===== src/rtl/dest_reg_pipe_pkg.sv =====
// ----------------------------------------------------------------------------
// dest_reg_pipe_pkg
//   Shared definitions for the destination-register pipeline and the EX-stage
//   ALU-input muxes: the forwarding select encoding and the default
//   register-number width.
//   No ports (package).
// ----------------------------------------------------------------------------
package dest_reg_pipe_pkg;

  // Default register-number width (32 architectural registers).
  localparam int DEFAULT_REG_ADDR_W = 5;

  // Forwarding select encoding seen by the ALU operand muxes.
  typedef logic [1:0] fwd_sel_t;

  localparam fwd_sel_t FWD_NONE = 2'b00;  // operand from the ID/EX register
  localparam fwd_sel_t FWD_WB   = 2'b01;  // operand from the MEM/WB result
  localparam fwd_sel_t FWD_MEM  = 2'b10;  // operand from the EX/MEM result

endpackage : dest_reg_pipe_pkg


===== src/rtl/dest_reg_pipe_fwd_select.sv =====
// ----------------------------------------------------------------------------
// fwd_select
//   Purely combinational forwarding select for one ALU operand. Compares the
//   operand's source register against the EX/MEM and MEM/WB destinations.
//   Ports:
//     i_src      in   REG_ADDR_W  source register of the EX-stage operand
//     i_mem_dest in   REG_ADDR_W  EX/MEM destination register
//     i_mem_we   in   1           EX/MEM register-write enable
//     i_wb_dest  in   REG_ADDR_W  MEM/WB destination register
//     i_wb_we    in   1           MEM/WB register-write enable
//     o_sel      out  2           FWD_MEM / FWD_WB / FWD_NONE
// ----------------------------------------------------------------------------
module fwd_select
  import dest_reg_pipe_pkg::*;
#(
  parameter int REG_ADDR_W = DEFAULT_REG_ADDR_W
) (
  input  logic [REG_ADDR_W-1:0] i_src,
  input  logic [REG_ADDR_W-1:0] i_mem_dest,
  input  logic                  i_mem_we,
  input  logic [REG_ADDR_W-1:0] i_wb_dest,
  input  logic                  i_wb_we,
  output fwd_sel_t              o_sel
);

  logic w_mem_hit;
  logic w_wb_hit;

  // Register 0 is hard-wired to zero, so a write to it never produces a value
  // worth forwarding even when the write enable is set.
  assign w_mem_hit = i_mem_we && (i_mem_dest != '0) && (i_mem_dest == i_src);
  assign w_wb_hit  = i_wb_we  && (i_wb_dest  != '0) && (i_wb_dest  == i_src);

  // The EX/MEM result is younger than the MEM/WB result, so it wins when both
  // stages target the same register.
  always_comb begin
    o_sel = FWD_NONE;
    if (w_mem_hit) begin
      o_sel = FWD_MEM;
    end else if (w_wb_hit) begin
      o_sel = FWD_WB;
    end
  end

endmodule : fwd_select


===== src/rtl/dest_reg_pipe.sv =====
// ----------------------------------------------------------------------------
// dest_reg_pipe
//   Carries the EX-stage destination register number and its write/load
//   controls through the EX/MEM and MEM/WB pipeline registers, derives the
//   forwarding selects for both ALU operands, raises the load-use stall and
//   counts stall cycles (saturating) for performance debug.
//   Ports:
//     clk             in   1           rising-edge clock
//     reset           in   1           synchronous, active-high
//     dest_in         in   DEST_IN_W   RegDst mux output; only low REG_ADDR_W bits used
//     ex_reg_write    in   1           EX instruction writes the register file
//     ex_mem_read     in   1           EX instruction is a load
//     ex_rs, ex_rt    in   REG_ADDR_W  EX source registers (forwarding)
//     id_rs, id_rt    in   REG_ADDR_W  ID source registers (load-use detection)
//     hold            in   1           freeze both pipeline stages
//     flush_ex        in   1           bubble into EX/MEM
//     mem_dest        out  REG_ADDR_W  EX/MEM destination
//     mem_reg_write   out  1           EX/MEM write enable
//     mem_mem_read    out  1           EX/MEM load flag
//     wb_dest         out  REG_ADDR_W  MEM/WB destination (register-file write address)
//     wb_reg_write    out  1           MEM/WB write enable
//     forward_a       out  2           ALU operand A select
//     forward_b       out  2           ALU operand B select
//     load_use_stall  out  1           stall PC and IF/ID, bubble ID/EX
//     stall_count     out  CNT_W       saturating count of stall cycles
// ----------------------------------------------------------------------------
module dest_reg_pipe
  import dest_reg_pipe_pkg::*;
#(
  parameter int REG_ADDR_W = DEFAULT_REG_ADDR_W,
  parameter int DEST_IN_W  = 32,
  parameter int CNT_W      = 16
) (
  input  logic                  clk,
  input  logic                  reset,
  input  logic [DEST_IN_W-1:0]  dest_in,
  input  logic                  ex_reg_write,
  input  logic                  ex_mem_read,
  input  logic [REG_ADDR_W-1:0] ex_rs,
  input  logic [REG_ADDR_W-1:0] ex_rt,
  input  logic [REG_ADDR_W-1:0] id_rs,
  input  logic [REG_ADDR_W-1:0] id_rt,
  input  logic                  hold,
  input  logic                  flush_ex,
  output logic [REG_ADDR_W-1:0] mem_dest,
  output logic                  mem_reg_write,
  output logic                  mem_mem_read,
  output logic [REG_ADDR_W-1:0] wb_dest,
  output logic                  wb_reg_write,
  output logic [1:0]            forward_a,
  output logic [1:0]            forward_b,
  output logic                  load_use_stall,
  output logic [CNT_W-1:0]      stall_count
);

  // EX/MEM stage
  logic [REG_ADDR_W-1:0] r_mem_dest;
  logic                  r_mem_we;
  logic                  r_mem_rd;

  // MEM/WB stage
  logic [REG_ADDR_W-1:0] r_wb_dest;
  logic                  r_wb_we;

  logic [CNT_W-1:0]      r_stall_count;

  logic [REG_ADDR_W-1:0] w_ex_dest;
  logic                  w_load_use;
  logic                  w_cnt_saturated;
  fwd_sel_t              w_fwd_a;
  fwd_sel_t              w_fwd_b;
  logic                  w_unused_dest_in;

  // The RegDst mux is full word width; only the register-number field matters.
  assign w_ex_dest        = dest_in[REG_ADDR_W-1:0];
  assign w_unused_dest_in = ^dest_in;

  // A load in EX whose destination feeds either ID source cannot be forwarded
  // in time. Register 0 is excluded because it never carries a real result.
  assign w_load_use = ex_mem_read && ex_reg_write && (w_ex_dest != '0) &&
                      ((w_ex_dest == id_rs) || (w_ex_dest == id_rt));

  // Pipeline advance. Hold freezes both stages and masks a concurrent flush;
  // a flush only bubbles EX/MEM while the older instruction still moves on.
  always_ff @(posedge clk) begin
    if (reset) begin
      r_mem_dest <= '0;
      r_mem_we   <= 1'b0;
      r_mem_rd   <= 1'b0;
      r_wb_dest  <= '0;
      r_wb_we    <= 1'b0;
    end else if (!hold) begin
      r_wb_dest <= r_mem_dest;
      r_wb_we   <= r_mem_we;
      if (flush_ex) begin
        r_mem_dest <= '0;
        r_mem_we   <= 1'b0;
        r_mem_rd   <= 1'b0;
      end else begin
        r_mem_dest <= w_ex_dest;
        r_mem_we   <= ex_reg_write;
        r_mem_rd   <= ex_mem_read;
      end
    end
  end

  assign w_cnt_saturated = (r_stall_count == {CNT_W{1'b1}});

  // Stall-cycle counter runs independently of hold so stalled cycles spent
  // frozen are still counted; it sticks at all-ones instead of wrapping.
  always_ff @(posedge clk) begin
    if (reset) begin
      r_stall_count <= '0;
    end else if (w_load_use && !w_cnt_saturated) begin
      r_stall_count <= r_stall_count + CNT_W'(1);
    end
  end

  fwd_select #(
    .REG_ADDR_W (REG_ADDR_W)
  ) u_fwd_a (
    .i_src      (ex_rs),
    .i_mem_dest (r_mem_dest),
    .i_mem_we   (r_mem_we),
    .i_wb_dest  (r_wb_dest),
    .i_wb_we    (r_wb_we),
    .o_sel      (w_fwd_a)
  );

  fwd_select #(
    .REG_ADDR_W (REG_ADDR_W)
  ) u_fwd_b (
    .i_src      (ex_rt),
    .i_mem_dest (r_mem_dest),
    .i_mem_we   (r_mem_we),
    .i_wb_dest  (r_wb_dest),
    .i_wb_we    (r_wb_we),
    .o_sel      (w_fwd_b)
  );

  assign mem_dest       = r_mem_dest;
  assign mem_reg_write  = r_mem_we;
  assign mem_mem_read   = r_mem_rd;
  assign wb_dest        = r_wb_dest;
  assign wb_reg_write   = r_wb_we;
  assign forward_a      = w_fwd_a;
  assign forward_b      = w_fwd_b;
  assign load_use_stall = w_load_use;
  assign stall_count    = r_stall_count;

endmodule : dest_reg_pipe


===== config.mk =====
export PLATFORM = sky130hd
export DESIGN_NAME = dest_reg_pipe
export DESIGN_NICKNAME = d
export VERILOG_FILES = /design/src/rtl/dest_reg_pipe_pkg.sv /design/src/rtl/dest_reg_pipe_fwd_select.sv /design/src/rtl/dest_reg_pipe.sv
export SDC_FILE = /design/constraint.sdc
export NUM_CORES = 1
export LEC_CHECK = 0
export CORE_MARGIN = 1.5
export CORE_UTILIZATION = 40
export CTS_CLUSTER_DIAMETER = 60
export DETAILED_ROUTE_END_ITERATION = 10
export GPL_TIMING_DRIVEN = 0
export MAX_ROUTING_LAYER = met4
export PLACE_DENSITY = 0.81
export SYNTH_ARGS = -nofsm -noshare
export SYNTH_HDL_FRONTEND = slang
export SYNTH_SLANG_ARGS = --single-unit

===== constraint.sdc =====
create_clock -name clk -period 4.8 [get_ports clk]
set_input_delay 0.48 -clock clk [delete_from_list [all_inputs] [get_ports clk]]
set_output_delay 0.48 -clock clk [all_outputs]
set_load 0.005 [all_outputs]

# [Word level (Yosys, flattened, before mapping)]
# Index checks and enable logic that the tools add are counted.
[word_totals] ff_bits=29 latchBits=0 ram_bits=0 rom_bits=0 inputBits=58 out_inout_bits=34 elab_cells=36 n_memories=0
[classes] addsub=1 multipliers=0 div=0 magnitude_cmp=0 eq_ne=7 n_shift=0 muxes=7 bitwise_logic=0 n_reduce_logical=15
[ops] op="5-bit equality test" count=6
[ops] op="16-bit by 1-bit adder with 16-bit output, second input constant" count=1
[ops] op="16-bit equality test, second input constant" count=1
[ops] op="5-bit nonzero test" count=3
[ops] op="1-bit logical AND" count=10
[ops] op="5-bit two-way mux" count=1
[ops] op="1-bit two-way mux" count=4
[ops] op="2-bit two-way mux" count=2
[ops] op="1-bit logical NOT" count=1
[ops] op="1-bit logical OR" count=1

# [Longest topological paths before layout]
# Gate-level depths: netlist of the first run.
[depth] depth_word=5 depth_mapped=7 ltp_nobuf=6

# [Modules after synthesis]
# A second synthesis of the first run with hierarchy kept.
[unflattened] cells_unflattened=205 area_unflattened_um2=1773.0
[modules_own_cells] mod="dest_reg_pipe" instances=1 cells_each=163 area_each_um2=1455.1 seq_area_each_um2=580.6
[modules_own_cells] mod="fwd_select" instances=2 cells_each=21 area_each_um2=158.9 seq_area_each_um2=0.0

# [Worst setup path before layout of the first run]
# Ideal clock, no wire load.
[synth_path] path_kind="register -> output" startpoint="register r_mem_dest[1], in the netlist mem_dest[1]" endpoint="output port forward_a[0]" t_arrival_ns=1.467 required_time_ns=4.320 path_slack_ns=2.853 stages_incl_launch_ff=5 n_path_buf=0 path_cell_list="dfxtp_1 -> or4_1 -> o21ai_0 -> nor4_1 -> nor4_1"
[synth_via] elab_chain_cells=4 elab_cells_between_ends=5 classes_between="eq/ne: 1; mux: 1; reduce/logical: 3"
[synth_rtl] element="from (decl)" line="dest_reg_pipe.sv:57" rtl="logic [REG_ADDR_W-1:0] r_mem_dest;"
[synth_rtl] element="from (signal assigned)" line="dest_reg_pipe.sv:100" rtl="r_mem_dest <= w_ex_dest;"
[synth_rtl] element="5-bit nonzero test" line="dest_reg_pipe_fwd_select.sv:31" rtl="assign w_mem_hit = i_mem_we && (i_mem_dest != '0) && (i_mem_dest == i_src);"
[synth_rtl] element="1-bit logical AND" line="dest_reg_pipe_fwd_select.sv:31"
[synth_rtl] element="1-bit logical AND (*)" line="dest_reg_pipe_fwd_select.sv:31"
[synth_rtl] element="named net u_fwd_a.w_mem_hit" line="dest_reg_pipe_fwd_select.sv:26" rtl="logic w_mem_hit;"
[synth_rtl] element="2-bit two-way mux (*)" line="dest_reg_pipe_fwd_select.sv:38" rtl="if (w_mem_hit) begin"
[synth_rtl] element="to (decl)" line="dest_reg_pipe.sv:50" rtl="output logic [1:0] forward_a,"
# The timed path passes the listed nets; every way through them passes the cells marked *.

# [Worst setup path after layout of the first run]
[layout_path] startpoint="input port dest_in[3]" endpoint="output port load_use_stall"
[layout_via] elab_chain_cells=3 elab_cells_between_ends=6 classes_between="eq/ne: 2; reduce/logical: 4"
[layout_rtl] element="from (decl)" line="dest_reg_pipe.sv:36" rtl="input logic [DEST_IN_W-1:0] dest_in,"
[layout_rtl] element="5-bit equality test / 5-bit nonzero test (equally long branches)" line="dest_reg_pipe.sv:81, dest_reg_pipe.sv:80"
[layout_rtl] element="1-bit logical OR / 1-bit logical AND (equally long branches)" line="dest_reg_pipe.sv:81, dest_reg_pipe.sv:80"
[layout_rtl] element="1-bit logical AND (*)" line="dest_reg_pipe.sv:80" rtl="assign w_load_use = ex_mem_read && ex_reg_write && (w_ex_dest != '0) &&"
[layout_rtl] element="to (decl)" line="dest_reg_pipe.sv:52" rtl="output logic load_use_stall,"
# Mark *: on every way between the ends. The rest lies on a longest branch, timed or not.

==> impl_metrics.env, run 1 <==
export IMPL_worst_ep_required_time_ps=4320
export IMPL_clk_latency_ps=280
export IMPL_drive_gt1_share_pct=8.09
export IMPL_post_drt_wl_per_cell_um=14.4
export IMPL_netlist_area_leader_share_pct=33.1
export IMPL_antenna_found_initial=0
export IMPL_clockBufferDepth=2
export IMPL_p_per_area_nw_per_um2=208
export IMPL_worst_path_buf_inv=4
export IMPL_drv_slew=0
export IMPL_area_delta_synth_final_pct=44.3
export IMPL_cts_buffers=5
export IMPL_nets=330
export IMPL_ys_seq_area_share_pct=33.1
export IMPL_finClkSkew_ps=3.52
export IMPL_crit_path_top_delay_cell="clkdlybuf4s50_1"
export IMPL_start_kind="input pin"
export IMPL_postCtsSetupBuffers=0
export IMPL_final_hold_violation_count=0
export IMPL_clk_transition_reported_paths_ps=60
export IMPL_slew_headroom_pct=68.5
export IMPL_r2r_slack_ps=2680
export IMPL_drc=0
export IMPL_port_buffer_count=63
export IMPL_p_leak_nw=0.900
export IMPL_layout_cells_non_filler=322
export IMPL_synthFlopType="dfxtp_1"
export IMPL_hold_buffers=0
export IMPL_setup_viol=0
export IMPL_synth_area_top_cells="dfxtp_1 33%, xor2_1 12%, or4_1 5.6%"
export IMPL_worstMarginPinSlew_ps=473
export IMPL_status="complete, no violations"
export IMPL_synth_fp_nets=260
export IMPL_drtAntennaViolNets=0
export IMPL_grt_pass1_vias=1718
export IMPL_timing_rr_start="stall_count[0]"
export IMPL_boundaryPins=92
export IMPL_synth_warnings=0
export IMPL_grt_max_degree=11
export IMPL_core_area_um2=4120
export IMPL_whs_endpoint="stall_count[1]"
export IMPL_gp_congestion=0.883
export IMPL_cts_sinks=29
export IMPL_firstDrtPassIters=4
export IMPL_r2r_end="stall_count[0]"
export IMPL_synth_edf_count=0
export IMPL_grt_pass1_wl_mm=8.15
export IMPL_via_per_inst=5.64
export IMPL_cts_root_buffer="clkbuf_8"
export IMPL_cts_tree="yes"
export IMPL_ys_ff_latch=29
export IMPL_async_flop_share_pct=0
export IMPL_fin_crit_ps=3110
export IMPL_crit_chain="clkdlybuf4s50_1, xor2_1, nor2_1, a22oi_1, buf_2, buf_4, nor2_1, clkdlybuf4s50_1"
export IMPL_cts_resized=0
export IMPL_finalCritPeriodShare_pct=64.7
export IMPL_synth_top_area_cell="dfxtp_1"
export IMPL_post_route_util_pct=61.4
export IMPL_synth_cells=201
export IMPL_holdWs_ps=517
export IMPL_crit_path_end_kind="output port"
export IMPL_drv_cap=0
export IMPL_die_width_um=69.2
export IMPL_worst_setup_path_type="in -> out"
export IMPL_vias=1816
export IMPL_fmax_ghz=0.322
export IMPL_hold_start="stall_count[1]"
export IMPL_fin_tns_setup_ps=0
export IMPL_worst_r2r_cell_count=7
export IMPL_drt_first_iter_violations=106
export IMPL_dp_cells=314
export IMPL_initial_core_util_pct=42.6
export IMPL_hp_class="reg -> reg"
export IMPL_syn_area_um2=1750
export IMPL_die_h_um=69.2
export IMPL_antenna_cells=0
export IMPL_grt_overflow=0
export IMPL_syn_mean_instance_area_um2=8.72
export IMPL_hold_depth=2
export IMPL_dp_hpwl_mm=3.43
export IMPL_rsz0062_at_grt="no"
export IMPL_cp_top_family="buffers and inverters"
export IMPL_ys_types=38
export IMPL_worstPathMaxFanout=10
export IMPL_vdd_ir_drop_max_mv=0.168
export IMPL_htreeDepth=2
export IMPL_slowest_delay_ps=620
export IMPL_wl_mm=4.64
export IMPL_row_count=23
export IMPL_track_usage_pct=21.0
export IMPL_critical_path_arrival_ps=2630
export IMPL_dieArea_um2=4790
[where the power goes]
group          switching (mW)  total, mW  internal, mW
Clock                  0.0906      0.191         0.100
Combinational          0.0376     0.0862        0.0486
Sequential            0.00574      0.250         0.244
[worst register-to-register path: cells and delay by family (launching register included)]
family                   cells  cell delay (ps)
buffers and inverters        1              130
adder cells (fa/ha/maj)      1              230
flip-flops                   1              440
multiplexers                 1              280
AND/OR/NAND/NOR              4              930
[cells in the final DEF, fill, tap and decap left out, types with 2 or more instances in the layout]
cell	netlist	routed
dfxtp_1	29	29
clkbuf_8	1	6
or4_4	2	2
nor2_1	24	24
a21oi_1	14	14
or3_1	3	3
nor4_1	4	4
clkinv_2	0	2
xnor2_1	6	6
nand4_1	7	7
inv_1	2	2
clkdlybuf4s50_1	0	63
buf_2	2	2
mux2i_1	7	7
buf_4	3	3
o21ai_0	6	6
nand3_1	8	8
a22oi_1	7	7
nand2_1	7	7
xor2_1	24	24
and3_1	3	3
or4_1	13	13
o31ai_1	9	9
clkbuf_1	4	5
[layer usage]
metal  vias to the layer above  wire length, um  track usage, %
li1                        883                -               -
met1                       850             2170            27.8
met2                        78             2120            32.2
met3                         5              313            5.67
met4                         0               36            4.79
met5                         -                0               -
[stage by stage]
step                instance area, um^2  power, mW  worst slack, ps
CTS                                2530      0.532             1680
global route                       2530      0.552             1540
detailed placement                 2450      0.341             1700
floorplan                          1750      0.295             2850
global placement                   2450      0.340             1690
finish                             2530      0.527             1690
[registers in the layout, indices dropped and copies added, names as in the netlist]
| name | count |
|---|---|
| mem_dest | 5 |
| mem_mem_read | 1 |
| mem_reg_write | 1 |
| stall_count | 16 |
| wb_dest | 5 |
| wb_reg_write | 1 |
[worst max path at each step]
stage                           start             end  slack [ps]  depth (start not counted)
after CTS                  dest_in[3]  load_use_stall        1680                          8
after detailed placement   dest_in[3]  load_use_stall        1700                          8
after global placement     dest_in[3]  load_use_stall        1690                          8
after floorplan           mem_dest[1]    forward_a[0]        2850                          4
final                      dest_in[3]  load_use_stall        1690                          8
after global routing       dest_in[3]  load_use_stall        1540                          8
[synthesized netlist by cell type, types with 6 or more instances]
cell type  instances
nand3_1            8
xnor2_1            6
mux2i_1            7
nand2_1            7
o31ai_1            9
xor2_1            24
nor2_1            24
dfxtp_1           29
nand4_1            7
o21ai_0            6
or4_1             13
a21oi_1           14
a22oi_1            7
[cells by family (layout without fill, tap and decap cells)]
| family | count (synthesis) | in the layout | synth area share [%] |
|---|---|---|---|
| AO/OA/AOI/OAI | 41 | 41 | 15.5 |
| XOR/XNOR | 30 | 30 | 15.0 |
| adder cells (fa/ha/maj) | 1 | 1 | 0.714 |
| buffers and inverters | 13 | 84 | 4.78 |
| flip-flops | 29 | 29 | 33.1 |
| multiplexers | 8 | 8 | 4.85 |
| AND/OR/NAND/NOR | 79 | 79 | 26.1 |
[cell type report]
type	count	area, um^2
fill	398	1590
multi-input combinational	159	1090
timing repair buffer	63	631
sequential	29	581
buffer	11	76.3
clock buffer	6	72.6
tap	50	62.6
clock inverter	2	10.0
inverter	2	7.51
(Power assumes the default switching activity.)
==> run 2, diff against run 1 <==
clock period = 3.15 ns   (was 4.8 ns; I/O delays follow)
==> results of run 2 <==
Same layout as run 1 (identical final DEF). Status: complete, no violations.
Main changes from that run: setup slack after placement 1700 ps -> 380 ps; setup slack after layout 1690 ps -> 373 ps; hold slack 517 ps -> 466 ps; register-to-register setup slack 2680 ps -> 1030 ps; end point of the worst hold path stall_count[1] -> wb_dest[1]; total power 0.527 mW -> 0.803 mW; worst IR drop on VDD 0.168 mV -> 0.256 mV
==> run 3, diff against run 2 <==
CTS_BUF_LIST = sky130_fd_sc_hd__clkbuf_8   (was default)
==> run 3 against run 2 <==
Effect of this change: flip-flop and latch count stayed put; largest cell class unchanged; cell count unchanged; clock power hardly changed; hold slack about the same; global-route usage unchanged; via count about the same; utilization unchanged; highest routed layer unchanged; count of clock-buffer cells in the layout down 1; critical path depth did not move; cell area unchanged; wire length shrank 0.32%.
==> impl_metrics.env, run 3 (synthesis results as in run 1) <==
export IMPL_fin_tns_setup_ps=0
export IMPL_switching_share_pct=25.6
export IMPL_post_route_util_pct=61.4
export IMPL_cts_root_buffer="clkbuf_8"
export IMPL_core_area_um2=4120
export IMPL_grt_overflow=0
export IMPL_drv_slew=0
export IMPL_worstMarginPinSlew_ps=472
export IMPL_track_usage_pct=21.0
export IMPL_cp_top_family="buffers and inverters"
export IMPL_port_buffer_count=63
export IMPL_intPower_mw=0.595
export IMPL_rsz0062_at_grt="no"
export IMPL_drv_cap=0
export IMPL_area_delta_synth_final_pct=44.3
export IMPL_crit_chain="clkdlybuf4s50_1, xor2_1, nor2_1, a22oi_1, buf_2, buf_4, nor2_1, clkdlybuf4s50_1"
export IMPL_antenna_cells=0
export IMPL_cts_resized=0
export IMPL_hold_buffers=0
export IMPL_firstDrtPassIters=4
export IMPL_layout_commonest_cell="clkdlybuf4s50_1"
export IMPL_drive_gt1_share_pct=8.09
export IMPL_p_per_area_nw_per_um2=316
export IMPL_hp_class="in -> reg"
export IMPL_fin_crit_ps=2780
export IMPL_slew_headroom_pct=68.5
export IMPL_initial_core_util_pct=42.6
export IMPL_nets=330
export IMPL_clk_latency_ps=280
export IMPL_multi_input_area_um2=1090
export IMPL_worst_setup_path_type="in -> out"
export IMPL_drt_first_iter_violations=106
export IMPL_dieArea_um2=4790
export IMPL_start_kind="input pin"
export IMPL_status="complete, no violations"
export IMPL_wl_mm=4.63
export IMPL_slowest_delay_ps=620
export IMPL_cts_buffers=5
export IMPL_p_seq_share_pct=47.6
export IMPL_antenna_found_initial=0
export IMPL_gp_congestion=0.883
export IMPL_clk_transition_reported_paths_ps=60
export IMPL_grt_max_degree=11
export IMPL_htreeDepth=2
export IMPL_post_drt_wl_per_cell_um=14.4
export IMPL_row_count=23
export IMPL_die_h_um=69.2
export IMPL_cts_sinks=29
export IMPL_via_per_inst=5.64
export IMPL_critical_path_arrival_ps=2460
export IMPL_fillers=398
export IMPL_grt_pass1_wl_mm=8.15
export IMPL_final_hold_violation_count=0
export IMPL_boundaryPins=92
export IMPL_grt_pass1_vias=1718
export IMPL_vdd_ir_drop_max_mv=0.255
export IMPL_fmax_ghz=0.360
export IMPL_crit_path_top_delay_cell="clkdlybuf4s50_1"
export IMPL_worst_path_buf_inv=4
export IMPL_p_leak_nw=0.904
export IMPL_dp_hpwl_mm=3.43
export IMPL_finClkSkew_ps=3.13
export IMPL_worst_ep_required_time_ps=2830
export IMPL_die_width_um=69.2
export IMPL_postCtsSetupBuffers=0
export IMPL_vias=1815
export IMPL_most_common_layout_cells="63 x clkdlybuf4s50_1, 29 x dfxtp_1, 24 x xor2_1, 24 x nor2_1, 14 x a21oi_1"
export IMPL_setup_viol=0
export IMPL_p_clk_share_pct=36.0
export IMPL_clockBufferDepth=2
export IMPL_cts_tree="yes"
export IMPL_seqCellArea_um2=581
export IMPL_drc=0
export IMPL_largest_reg_flops=16
export IMPL_p_switching_mw=0.204
export IMPL_drtAntennaViolNets=0
export IMPL_crit_path_end_kind="output port"
export IMPL_worstPathMaxFanout=10
export IMPL_finalCritPeriodShare_pct=88.1
export IMPL_combPwrFrac_pct=16.4
[run 3: cell count changes in the layout (fill, tap and decap cells not counted), sizes merged]
| cell | change |
|---|---|
| clkbuf | -1 |
| inv | +1 |
[run 3: per-stage QoR]
| stage | area (um^2) | worst slack, ps | hold slack [ps] | power, mW | std cells |
|---|---|---|---|---|---|
| 3_3_place_gp | 2450 | 375 | 501 | 0.518 | 314 |
| 3_5_place_dp | 2450 | 380 | 502 | 0.520 | 314 |
| 6_report | 2530 | 374 | 467 | 0.800 | 322 |
| 4_1_cts | 2530 | 363 | 461 | 0.808 | 322 |
| 5_1_grt | 2530 | 219 | 483 | 0.838 | 322 |
| 2_1_floorplan | 1750 | 1250 | 459 | 0.449 | 201 |
[run 3: final timing paths]
path / depth (start not counted) / start / slack, ps / endpoint
min reg2reg: 2 / stall_count[1] / 520 / stall_count[1]
max reg2reg: 7 / stall_count[0] / 1030 / stall_count[0]
max: 8 / dest_in[3] / 370 / load_use_stall
min: 3 / hold / 470 / wb_dest[1]
[run 3: per-layer routing]
| metal | track usage (%) | wire length (um) | vias to the layer above |
|---|---|---|---|
| met1 | 27.8 | 2180 | 854 |
| met2 | 32.2 | 2120 | 74 |
| met5 | - | 0 | - |
| li1 | - | - | 882 |
| met3 | 5.67 | 293 | 5 |
| met4 | 4.79 | 36 | 0 |
[run 3: worst reg2reg max path, cell delays in order, from the launching register on]
cell and delay (ps):
dfxtp_1 440, ha_1 230, nand4_1 200, or4_4 580, nand2_4 100, buf_8 130
nor2_4 50, mux2_4 280
[run 3: power by group through the flow]
stage / clock [mW] / combinational (mW) / sequential [mW]
2_1_floorplan: 0 / 0.0623 / 0.387
5_1_grt: 0.312 / 0.144 / 0.382
6_report: 0.288 / 0.131 / 0.381
4_1_cts: 0.295 / 0.132 / 0.381
3_3_place_gp: 0 / 0.130 / 0.389
3_5_place_dp: 0 / 0.131 / 0.389
[run 3: cell type report]
| cell class | count | area share (%) |
|---|---|---|
| sequential | 29 | 23.0 |
| multi-input combinational | 159 | 43.0 |
| clock buffer | 5 | 2.72 |
| buffer | 11 | 3.02 |
| clock inverter | 3 | 0.544 |
| timing repair buffer | 63 | 24.9 |
| inverter | 2 | 0.297 |
| tap | 50 | 2.47 |
